## src/rtl/adc_trigger.sv

```systemverilog
// Digital ADC trigger: level/slope/hysteresis qualification, post-arm holdoff, optional auto timeout.
// trigger_req pulses one clock after the qualifying strobe edge; no backpressure, evaluation only on sample_en.
module adc_trigger #(
    parameter int          HOLDOFF_W    = 16,
    parameter int          AUTO_W       = 16,
    parameter int unsigned AUTO_TIMEOUT = 32'h0000_FFFF
) (
    input  logic        clk,
    input  logic        rst,
    input  logic        sample_en,
    input  logic [7:0]  adc_a,
    input  logic [7:0]  adc_b,
    input  logic [31:0] trig_cfg,
    input  logic        arm,
    output logic        trigger_req,
    output logic        armed,
    output logic        auto_fired
);

    typedef enum logic [2:0] {
        IDLE,
        HOLDOFF,
        ARMING,
        WAIT_CROSS,
        FIRED
    } state_t;

    state_t                state, state_n;
    logic                  arm_q;
    logic                  arm_rise;

    logic [7:0]            level_r;
    logic [3:0]            hyst_r;
    logic                  src_r;
    logic                  slope_r;
    logic                  auto_en_r;
    logic [HOLDOFF_W-1:0]  holdoff_r;

    logic [HOLDOFF_W-1:0]  hold_cnt, hold_cnt_n;
    logic [AUTO_W-1:0]     auto_cnt, auto_cnt_n;
    logic [AUTO_W-1:0]     auto_inc;

    logic                  latch_cfg;
    logic                  fire;
    logic                  fire_auto;

    logic [8:0]            lo_diff;
    logic [8:0]            hi_sum;
    logic [7:0]            lo;
    logic [7:0]            hi;
    logic [7:0]            sample;
    logic                  precond;
    logic                  crossed;
    logic                  timeout;
    logic                  cfg_unused;

    assign cfg_unused = trig_cfg[15];
    assign arm_rise   = arm && !arm_q;

    // Thresholds in 9 bits so under/overflow saturates instead of wrapping.
    assign lo_diff = {1'b0, level_r} - {5'b0, hyst_r};
    assign hi_sum  = {1'b0, level_r} + {5'b0, hyst_r};
    assign lo      = lo_diff[8] ? 8'd0 : lo_diff[7:0];
    assign hi      = hi_sum[8] ? 8'hFF : hi_sum[7:0];

    assign sample  = src_r ? adc_b : adc_a;
    assign precond = slope_r ? (sample >= hi) : (sample <= lo);
    assign crossed = slope_r ? (sample <= level_r) : (sample >= level_r);

    assign auto_inc = (&auto_cnt) ? auto_cnt : auto_cnt + AUTO_W'(1);
    assign timeout  = auto_en_r && (auto_inc == AUTO_W'(AUTO_TIMEOUT));

    assign armed = (state == ARMING) || (state == WAIT_CROSS);

    always_comb begin
        state_n    = state;
        hold_cnt_n = hold_cnt;
        auto_cnt_n = auto_cnt;
        latch_cfg  = 1'b0;
        fire       = 1'b0;
        fire_auto  = 1'b0;
        case (state)
            IDLE: begin
                // A strobe coincident with the arm rise is deliberately ignored.
                if (arm_rise) begin
                    latch_cfg  = 1'b1;
                    hold_cnt_n = '0;
                    auto_cnt_n = '0;
                    state_n    = HOLDOFF;
                end
            end
            HOLDOFF: begin
                if (!arm) begin
                    state_n = IDLE;
                end else if (hold_cnt == holdoff_r) begin
                    state_n = ARMING;
                end else if (sample_en) begin
                    hold_cnt_n = hold_cnt + HOLDOFF_W'(1);
                end
            end
            ARMING, WAIT_CROSS: begin
                if (!arm) begin
                    state_n = IDLE;
                end else if (sample_en) begin
                    if (auto_en_r) begin
                        auto_cnt_n = auto_inc;
                    end
                    // A real crossing outranks the timeout on the same strobe.
                    if ((state == WAIT_CROSS) && crossed) begin
                        state_n = FIRED;
                        fire    = 1'b1;
                    end else if (timeout) begin
                        state_n   = FIRED;
                        fire      = 1'b1;
                        fire_auto = 1'b1;
                    end else if ((state == ARMING) && precond) begin
                        state_n = WAIT_CROSS;
                    end
                end
            end
            FIRED: begin
                if (!arm) begin
                    state_n = IDLE;
                end
            end
            default: begin
                state_n = IDLE;
            end
        endcase
    end

    // arm_q resets high so an arm level already high out of reset is not taken as a rise.
    always_ff @(posedge clk or posedge rst) begin
        if (rst) begin
            state       <= IDLE;
            arm_q       <= 1'b1;
            hold_cnt    <= '0;
            auto_cnt    <= '0;
            trigger_req <= 1'b0;
            auto_fired  <= 1'b0;
        end else begin
            state       <= state_n;
            arm_q       <= arm;
            hold_cnt    <= hold_cnt_n;
            auto_cnt    <= auto_cnt_n;
            trigger_req <= fire;
            if (latch_cfg) begin
                auto_fired <= 1'b0;
            end else if (fire) begin
                auto_fired <= fire_auto;
            end
        end
    end

    always_ff @(posedge clk or posedge rst) begin
        if (rst) begin
            level_r   <= '0;
            hyst_r    <= '0;
            src_r     <= 1'b0;
            slope_r   <= 1'b0;
            auto_en_r <= 1'b0;
            holdoff_r <= '0;
        end else if (latch_cfg) begin
            level_r   <= trig_cfg[7:0];
            hyst_r    <= trig_cfg[11:8];
            src_r     <= trig_cfg[12];
            slope_r   <= trig_cfg[13];
            auto_en_r <= trig_cfg[14];
            holdoff_r <= HOLDOFF_W'(trig_cfg[31:16]);
        end
    end

    a_req_only_in_fired: assert property (@(posedge clk) disable iff (rst)
        trigger_req |-> (state == FIRED));

endmodule
```

## config.mk

```make
export PLATFORM = sky130hd
export DESIGN_NAME = adc_trigger
export DESIGN_NICKNAME = d
export VERILOG_FILES = /design/src/rtl/adc_trigger.sv
export SDC_FILE = /design/constraint.sdc
export NUM_CORES = 1
export LEC_CHECK = 0
export BUFFER_PORTS_ARGS = -buffer_cell sky130_fd_sc_hd__buf_2
export CAP_MARGIN = 20
export CORE_ASPECT_RATIO = 1.1
export CORE_MARGIN = 8
export CORE_UTILIZATION = 30
export DETAILED_ROUTE_END_ITERATION = 10
export SLEW_MARGIN = 15
export SYNTH_ARGS = -nofsm -noshare
export SYNTH_HDL_FRONTEND = slang
export SYNTH_SLANG_ARGS = --single-unit
export TNS_END_PERCENT = 5
```

## constraint.sdc

```tcl
create_clock -name clk -period 3.2 [get_ports clk]
set_clock_uncertainty 0.2 [all_clocks]
set_input_delay 0.64 -clock clk [delete_from_list [all_inputs] [get_ports clk]]
set_output_delay 0.64 -clock clk [all_outputs]
set_load 0.02 [all_outputs]
```

# Word level (Yosys, flattened, before mapping)
# Index checks and enable logic that the tools add are counted.
[totals] register_bits=69 output_inout_bits=3 in_bits=52 wordCells=90
[op_classes] n_mux=38 add_sub_neg=4 eq_ne=17 magnitude_cmp=4 reduce_logical=15
[ops] operator="16-bit two-way mux" count=8
[ops] operator="16-bit one-hot mux with 2 select lines" count=2
[ops] operator="16-bit by 1-bit adder with 16-bit output (second input constant)" count=2
[ops] operator="3-bit two-way mux" count=9
[ops] operator="8-bit two-way mux" count=3
[ops] operator="16-bit == test" count=1
[ops] operator="16-bit == test (second input constant)" count=1
[ops] operator="8-bit >= comparator" count=2
[ops] operator="8-bit <= comparator" count=2
[ops] operator="2-bit != test (second input constant)" count=8
[ops] operator="16-bit AND reduction" count=1
[ops] operator="1-bit two-way mux" count=15
[ops] operator="5-bit AND reduction" count=3
[ops] operator="3-bit one-hot mux with 4 select lines" count=1
[ops] operator="8-bit by 4-bit adder with 9-bit output" count=1
[ops] operator="8-bit by 4-bit subtractor with 9-bit output" count=1
[ops] operator="3-bit by 2-bit == test with 1-bit output (second input constant)" count=2
[ops] operator="3-bit != test (second input constant)" count=2
[ops] operator="2-bit nonzero test" count=3
[ops] operator="5-bit != test (second input constant)" count=1
[ops] operator="1-bit logical AND" count=4
[ops] operator="3-bit by 1-bit == test with 1-bit output (second input constant)" count=1
[ops] operator="3-bit == test (second input constant)" count=1
[ops] operator="3-bit zero test" count=1
[ops] operator="3 further kinds" count=3

# Depth between registers and ports, before layout
# Gate-level depths: netlist (run 1).
[depth] word_depth=11 ltp_mapped=16 ltp_nobuf=16

# Worst setup path before layout (run 1)
# OpenSTA, ideal clock, no wires.
[synth_timing] path_kind="register -> register" startpoint="reg hyst_r[1]" endpoint="reg state[0]" period_less_slack_ps=3146 slack_ps=54 t_arrival_ps=2828 stages_incl_launch_ff=17 setup_ps=118 n_path_buf=0 cell_sequence="dfrtp_1 inv_1 ha_1 inv_1 a21o_1 a21oi_1 nor2_1 o21ai_0 xnor2_1 nor2_1 ha_1 o2111ai_1 a21oi_1 a2111oi_0 o21ai_0 a41o_1 a21o_1"
[synth_via] elab_chain_len=7 word_cells_on_any_way=10 cone_classes="2 x add/sub; 2 x order compare; 1 x eq/ne; 3 x mux; 2 x reduce/logical"
[synth_rtl] item="start: declaration" line_no="33" rtl="logic [3:0] hyst_r;"
[synth_rtl] item="start signal: assignment" line_no="165" rtl="hyst_r <= trig_cfg[11:8];"
[synth_rtl] item="8-bit by 4-bit subtractor with 9-bit output or 8-bit by 4-bit adder with 9-bit output (tied branches)" line_no="61, 62"
[synth_rtl] item="8-bit two-way mux (on tied branches)" line_no="63, 64"
[synth_rtl] item="8-bit <= comparator or 8-bit >= comparator (tied branches)" line_no="67" rtl="assign precond = slope_r ? (sample >= hi) : (sample <= lo);"
[synth_rtl] item="1-bit two-way mux *" line_no="67"
[synth_rtl] item="1-bit logical AND *" line_no="116" rtl="end else if ((state == ARMING) && precond) begin"
[synth_rtl] item="5-bit != test (no source line) *"
[synth_rtl] item="5-bit AND reduction (no source line) *"
[synth_rtl] item="end signal: assignment" line_no="142" rtl="state <= state_n;"
[synth_rtl] item="end: declaration" line_no="28" rtl="state_t state, state_n;"
# Every way passes the cells marked *; elsewhere a longest branch is shown, timed or not.
# A chain may end at the register's enable or synchronous reset.

# Worst setup path after layout (run 1)
[layout_timing] startpoint="reg level_r[0]" endpoint="reg state[0]"
[layout_via] elab_chain_len=7 word_cells_on_any_way=18 cone_classes="2 x add/sub; 4 x order compare; 1 x eq/ne; 8 x mux; 3 x reduce/logical"
[layout_rtl] item="start: declaration" line_no="32" rtl="logic [7:0] level_r;"
[layout_rtl] item="start signal: assignment" line_no="164" rtl="level_r <= trig_cfg[7:0];"
[layout_rtl] item="8-bit by 4-bit subtractor with 9-bit output (tied with other cells)" line_no="61" rtl="assign lo_diff = {1'b0, level_r} - {5'b0, hyst_r};"
[layout_rtl] item="8-bit two-way mux (tied with other cells)" line_no="63" rtl="assign lo = lo_diff[8] ? 8'd0 : lo_diff[7:0];"
[layout_rtl] item="8-bit <= comparator (tied with other cells)" line_no="67"
[layout_rtl] item="1-bit two-way mux or 3-bit two-way mux (tied branches)" line_no="67, 109"
[layout_rtl] item="1-bit logical AND or 3-bit two-way mux (tied branches)" line_no="116, 104"
[layout_rtl] item="5-bit != test (no source line) or 3-bit two-way mux (tied branches)"
[layout_rtl] item="5-bit AND reduction (no source line) or 3-bit one-hot mux with 4 select lines (tied branches)"
# Parallel ways exist; a longest one is shown, timed or not. The select of a mux whose other input is x is not followed.

==> run_results.csv, run 1 <==
group,metric,value,unit
clock_network,clock_latency,0.34,ns
placement,io_buffers,53,
global_route,grt_first_pass_wirelength,20.4,mm
drt,drt_pass1_iterations,4,
timing,worst_pin_slew,0.758,ns
drt,wire_per_inst,14.6,microns
finish,final_cell_area,5770,sq um
synthesis,synth_seq_cells,69,
drt,post_drt_via_cell_ratio,5.07,
power,p_sw,0.00206,W
placement,place_area,5360,sq um
synthesis,ys.flop_type,"dfrtp_1",
floorplanning,row_count,47,
finish,final_common_cell,"nand2_1",
placement,gp_congestion,0.903,
drt,drt_first_iter_violations,245,
timing,achievable-frequency,0.320,GHz
power,swShare,40.3,%
run,maxCapViolations,0,
clock_network,cts.reportedPaths.clkPinSlew,0.06,ns
setup_path,crit_required,3.23,ns
finish,final_cell_mix,"102 x nand2_1, 67 x dfrtp_1, 53 x buf_2, 40 x o21ai_0, 36 x buf_4",
timing,setup_slack,0.0715,ns
timing,slew_headroom,49.4,%
global_route,antenna_found_initial,0,
clock_network,cts_buffers,9,
timing,rsz0062_at_grt,"true",
clock_network,cts_tree,"done",
clock_network,htree_levels,3,
global_route,grt_pass1_vias,4260,
timing,setup_viol,0,
timing,finalCritPeriodShare,97.8,%
timing,maxSlewViolCount,0,
timing,hold_ws,0.242,ns
setup_path,regToRegSetupSlack,0.07,ns
floorplanning,die_h,147,microns
floorplanning,dieWidth,135,microns
power,power_frac_clock,19.6,%
synthesis,syn_nets,638,
clock_network,cts_root_buf,"clkbuf_16",
timing,timing.setup.tns,0,ns
global_route,grt_max_degree,46,
power,p_int,0.00305,W
drt,drc_errors,0,
synthesis,syn_area,4660,sq um
drt,final_antenna_net_count,0,
floorplanning,io_pins,55,
setup_path,cp-start-kind,"flop",
setup_path,cp_max_fo,3,
floorplanning,fp.coreArea,15100,sq um
setup_path,crit_type,"flop to flop",
synthesis,synth_edf_count,0,
power,ir_drop,0.340,mV
synthesis,yosysTopAreaCellShare,36.5,%
outcome,status,"finished clean",
synthesis,synth.distinct_cells,59,
power,power_density,887,nW/um^2
placement,dpl.hpwl,8.99,mm
synthesis,ys_seq_area_share,37.1,%
setup_path,end_kind,"flop",
finish,drive_gt1_share,22.7,%
power,power.share.sequential,25.9,%
placement,preCtsSetupSlack,-0.278,ns
setup_path,crit_arrival,3.16,ns
power,p_total,0.00512,W
power,p_comb_share,54.5,%
floorplanning,die_area,19800,sq um
synthesis,synth_area_per_cell,8.47,sq um
timing,finalCriticalPeriod,3.13,ns
synthesis,yosysTopAreaCell,"dfrtp_1",
synthesis,async_reset_ff_share,100,%
synthesis,synth.top_cells.by_area,"dfrtp_1 37%, ha_1 9.1%, nand2_1 8.2%",
drt,vias,4213,
synthesis,ys_warn_count,0,
power,leakagePower,2.67,nW
clock_network,clock_sinks,69,
global_route,grt_overflow,0,
drt,drt-total-wl,12.2,mm
finish,antenna_cells,0,
timing,finalHoldViolations,0,
finish,num-nets-final,718,
floorplanning,initial_utilization,30.8,%
global_route,grtUsageTotal,12.6,%
clock_network,cts.path.max_buffers,2,
hold_path,min_path_type,"primary input to async pin",
synthesis,postSynthCellCount,550,
finish,syn_to_final_growth,23.8,%
## state kept, by name, indices dropped and copies added (netlist names)
signal	flops
auto_fired	1
auto_cnt	16
arm_q	1
trigger_req	1
auto_en_r	1
holdoff_r	16
state	3
hold_cnt	16
slope_r	1
src_r	1
level_r	8
hyst_r	4
## worst paths after layout
check                           cells after the start                      from                        to
worst max-delay path                               13    level_r[0]$_DFFE_PP0P_      state[0]$_DFFE_PP0P_
worst min-delay path                                2                       rst  auto_cnt[10]$_DFFE_PP0P_
worst max register to register                     13    level_r[0]$_DFFE_PP0P_      state[0]$_DFFE_PP0P_
worst min register to register                      2  holdoff_r[1]$_DFFE_PP0P_  holdoff_r[1]$_DFFE_PP0P_
max in group asynchronous                           3                       rst         src_r$_DFFE_PP0P_
min in group clk                                    1                       arm           arm_q$_DFF_PP1_
## power by group through the flow
stage,Combinational [W],Sequential [W],Clock [W]
after floorplan,0.00169,0.00126,0
after global placement,0.00238,0.00133,0
after detailed placement,0.00248,0.00133,0
after CTS,0.00262,0.00132,0.00103
after global routing,0.00315,0.00136,0.00106
final,0.00279,0.00132,0.00101
## synthesized netlist by cell type (3+ instances only)
master     instances
a2111oi_0          4
a211oi_1           5
a21o_1             5
a21oi_1           29
a22o_1             3
a31oi_1            6
and2_1             4
and3_1            10
buf_2              3
clkbuf_1          17
dfrtp_1           68
ha_1              34
inv_1             23
mux2_2             8
mux2i_1            4
nand2_1          102
nand2b_1           3
nand3_1           21
nand4_1            9
nor2_1            37
nor2b_1            6
nor3_1            10
nor3b_1            3
nor4_1             8
o21a_1             3
o21ai_0           46
or3_1              4
xnor2_1           17
xor2_1            18
## per-stage QoR
stage	cells	utilization, %
3_5_place_dp	812	35.5
4_1_cts	829	37.8
2_1_floorplan	550	-
6_report	831	38.2
5_1_grt	831	38.2
3_3_place_gp	812	35.5
## worst max-delay path, stage by stage, from the launching register on
cell       delay [ns]
dfrtp_1          0.38
ha_2             0.20
fa_2             0.38
a21oi_2          0.17
o21bai_2         0.10
nand2_1          0.12
o21ai_0          0.10
ha_1             0.27
o21ai_0          0.20
a21oi_1          0.14
a2111oi_4        0.24
o21ai_2          0.12
a41o_1           0.24
a21o_1           0.17
## timing repair
| item | in CTS | in global routing |
|---|---|---|
| pin swaps | 6 | 7 |
| resized for setup | 16 | 12 |
| buffers inserted | 1 | 2 |
| hold buffers | 0 | 0 |
| setup endpoints to repair | 1 | 3 |
## routing by layer
metal | up-vias | GRT usage [%] | routed length [microns]
met4 | 0 | 5.23 | 131
met5 | - | 0 | 0
li1 | 2095 | - | -
met2 | 87 | 20.6 | 6010
met1 | 2020 | 15.5 | 5590
met3 | 11 | 3.14 | 438
## layout make-up
cell class | count | area, sq um
Timing Repair Buffer | 91 | 576
Sequential cell | 69 | 1730
Fill cell | 1518 | 9350
Clock inverter | 4 | 48.8
Inverter | 24 | 90.1
Clock buffer | 12 | 246
Multi-Input combinational cell | 435 | 2830
Tap cell | 196 | 245
## kinds of logic (layout without fill, tap and decap cells)
family                     count (synthesis)  count (layout)  synth area share, %
muxes                                     12              12                 2.79
adders and majority gates                 36              36                 9.99
xor gates and xnor gates                  35              35                 6.58
DFF                                       69              69                 37.1
AOI/OAI and AO/OA                        124             124                 16.7
and+or+nand+nor                          228             228                 22.9
buffers and inverters                     46             131                 3.95
No activity file was read; power rests on OpenSTA's default activity.
==> run 2, diff against run 1 <==
--- a/config.mk
+++ b/config.mk
@@ -11,6 +11,7 @@
 export CORE_MARGIN = 8
 export CORE_UTILIZATION = 30
 export DETAILED_ROUTE_END_ITERATION = 10
+export MAX_ROUTING_LAYER = met4
 export SLEW_MARGIN = 15
 export SYNTH_ARGS = -nofsm -noshare
 export SYNTH_HDL_FRONTEND = slang
==> run 2 against run 1 <==
  * Die area unchanged
  * Clock power about the same
  * Worst setup slack gained 0.032 ns
  * Critical path type unchanged
  * Count of clock-buffer cells in the layout fell by 1
  * Core utilization is 0.26 points higher
  * Sequential share of layout area fell by 0.22 points
==> run_results.csv, run 2 (same netlist as run 1, synthesis figures left out) <==
group,metric,value,unit
drt,drt-total-wl,12.1,mm
setup_path,r2r-end,"state[0]$_DFFE_PP0P_",
setup_path,cp-startpoint,"hyst_r[0]$_DFFE_PP0P_",
timing,setup_viol,0,
global_route,top_usage_layer,"met2",
finish,drive_gt1_share,23.5,%
global_route,grt_first_pass_wirelength,20.3,mm
timing,timing.setup.tns,0,ns
timing,hold_ws,0.237,ns
power,power_frac_clock,18.9,%
drt,post_drt_via_cell_ratio,5.02,
global_route,grt_max_degree,39,
clock_network,cts_tree,"done",
timing,worst_pin_slew,0.753,ns
global_route,grt.met3_usage,2.42,%
clock_network,cts.path.max_buffers,2,
setup_path,crit_required,3.27,ns
finish,num-nets-final,719,
drt,drt_pass1_iterations,4,
finish,reg_top3,"auto_cnt (16), hold_cnt (16), holdoff_r (16)",
clock_network,clock_latency,0.34,ns
floorplanning,die_h,147,microns
outcome,status,"finished clean",
global_route,grtUsageTotal,13.0,%
setup_path,cpPeakStageDelay,0.40,ns
setup_path,cp_top_family,"compound AO/OA/AOI/OAI gates",
setup_path,end_kind,"flop",
finish,fin_util,38.4,%
timing,finalCriticalPeriod,3.10,ns
finish,final_common_cell,"nand2_1",
timing,achievable-frequency,0.323,GHz
setup_path,endpoint,"state[0]$_DFFE_PP0P_",
floorplanning,dieWidth,135,microns
finish,syn_to_final_growth,24.7,%
floorplanning,row_count,47,
power,power_density,899,nW/um^2
global_route,use_met2,20.6,%
timing,finalHoldViolations,0,
setup_path,cp_max_fo,4,
finish,final_cell_mix,"102 x nand2_1, 68 x dfrtp_1, 53 x buf_2, 40 x o21ai_0, 36 x buf_4",
timing,rsz0062_at_grt,"true",
setup_path,ff2ff_path_depth,15,
setup_path,critPathSlowestCell,"dfrtp_1",
placement,gp_congestion,0.852,
drt,drc_errors,0,
floorplanning,io_pins,55,
setup_path,critPathBufInv,1,
power,swShare,39.7,%
clock_network,cts_buffers,9,
power,ir_drop,0.346,mV
setup_path,crit_type,"flop to flop",
drt,wire_per_inst,14.6,microns
setup_path,crit_arrival,3.17,ns
placement,dpl.hpwl,8.99,mm
clock_network,clock_sinks,69,
clock_network,cts_root_buf,"clkbuf_16",
setup_path,crit_chain,"buf_6 > ha_4 > fa_2 > nor2_2 > o21ai_2 > nand3_2 > nand2b_1 > ha_1 > nor2b_1 > o21a_1 > o21ai_1 > a211oi_2 > o31ai_2 > a41o_1 > a21o_1",
floorplanning,fp.coreArea,15100,sq um
power,leakagePower,2.69,nW
global_route,met1_usage,15.7,%
global_route,antenna_found_initial,0,
hold_path,min_path_type,"primary input to async pin",
setup_path,cp-start-kind,"flop",
floorplanning,die_area,19800,sq um
global_route,grt_pass1_vias,4167,
drt,final_antenna_net_count,0,
setup_path,crit_cells,15,
timing,finalCritPeriodShare,96.8,%
power,p_int,0.00315,W
setup_path,r2r-start,"hyst_r[0]$_DFFE_PP0P_",
timing,maxSlewViolCount,0,
finish,antenna_cells,0,
clock_network,htree_levels,3,
drt,drt_first_iter_violations,380,
power,p_comb_share,55.7,%
setup_path,regToRegSetupSlack,0.10,ns
power,power.share.sequential,25.4,%
global_route,grt_overflow,0,
power,p_sw,0.00207,W
clock_network,cts.reportedPaths.clkPinSlew,0.05,ns
drt,vias,4159,
run,maxCapViolations,0,
floorplanning,initial_utilization,30.8,%
placement,io_buffers,53,
timing,slew_headroom,49.8,%
run 2: stage by stage:
stage | total power, W | setup slack, ns | cells | cell area (sq um)
floorplan | 0.00294 | 0.0541 | 550 | 4660
global placement | 0.00373 | -0.137 | 813 | 5360
detailed placement | 0.00380 | -0.173 | 813 | 5360
CTS | 0.00496 | 0.00840 | 827 | 5690
global route | 0.00569 | -0.0449 | 829 | 5810
finish | 0.00522 | 0.103 | 829 | 5810
run 2: worst register-to-register path, delay by kind of cell (launching register included):
family	cells	cell delay, ns
AO/OA/AOI/OAI	7	1.08
flip-flops	1	0.40
adder cells (fa/ha/maj)	3	0.79
buffers and inverters	1	0.13
AND/OR/NAND/NOR	4	0.44
run 2: final cells by class:
class,instances,area (sq um)
clock inverters,2,35.0
multi-input cells,435,2880
inverters,24,90.1
flip-flops and latches,69,1730
clock buffers,11,253
well taps,196,245
repair buffers,92,578
fillers,1520,9310
run 2: worst min-delay path by stage:
stage	from	to	cells after the start
finish	rst	hold_cnt[8]$_DFFE_PP0P_	2
global route	arm	arm_q$_DFF_PP1_	1
CTS	arm	arm_q$_DFF_PP1_	1
detailed placement	holdoff_r[12]$_DFFE_PP0P_	holdoff_r[12]$_DFFE_PP0P_	2
global placement	holdoff_r[9]$_DFFE_PP0P_	holdoff_r[9]$_DFFE_PP0P_	2
floorplan	holdoff_r[0]$_DFFE_PP0P_	holdoff_r[0]$_DFFE_PP0P_	2
run 2: power groups by stage:
| stage | registers, W | logic (W) | clock network [W] |
|---|---|---|---|
| 3_3_place_gp | 0.00133 | 0.00241 | 0 |
| 4_1_cts | 0.00132 | 0.00263 | 0.00102 |
| 5_1_grt | 0.00136 | 0.00328 | 0.00105 |
| 3_5_place_dp | 0.00133 | 0.00247 | 0 |
| 6_report | 0.00132 | 0.00291 | 0.000987 |
| 2_1_floorplan | 0.00126 | 0.00169 | 0 |
run 2: routing by layer:
metal  part of all wire (%)  up-vias  wire, microns
met5                      0        -              0
met4                    2.0        0            238
met3                    3.0       19            357
met2                     48       80           5780
met1                     47     1968           5690
li1                       -     2092              -
run 2: repair_timing:
item                       4_1_cts  5_1_grt
hold buffers                     0        0
gates resized for setup         13       24
setup buffers                    1        2
setup endpoints to repair        1        1
pin swaps                       12       16
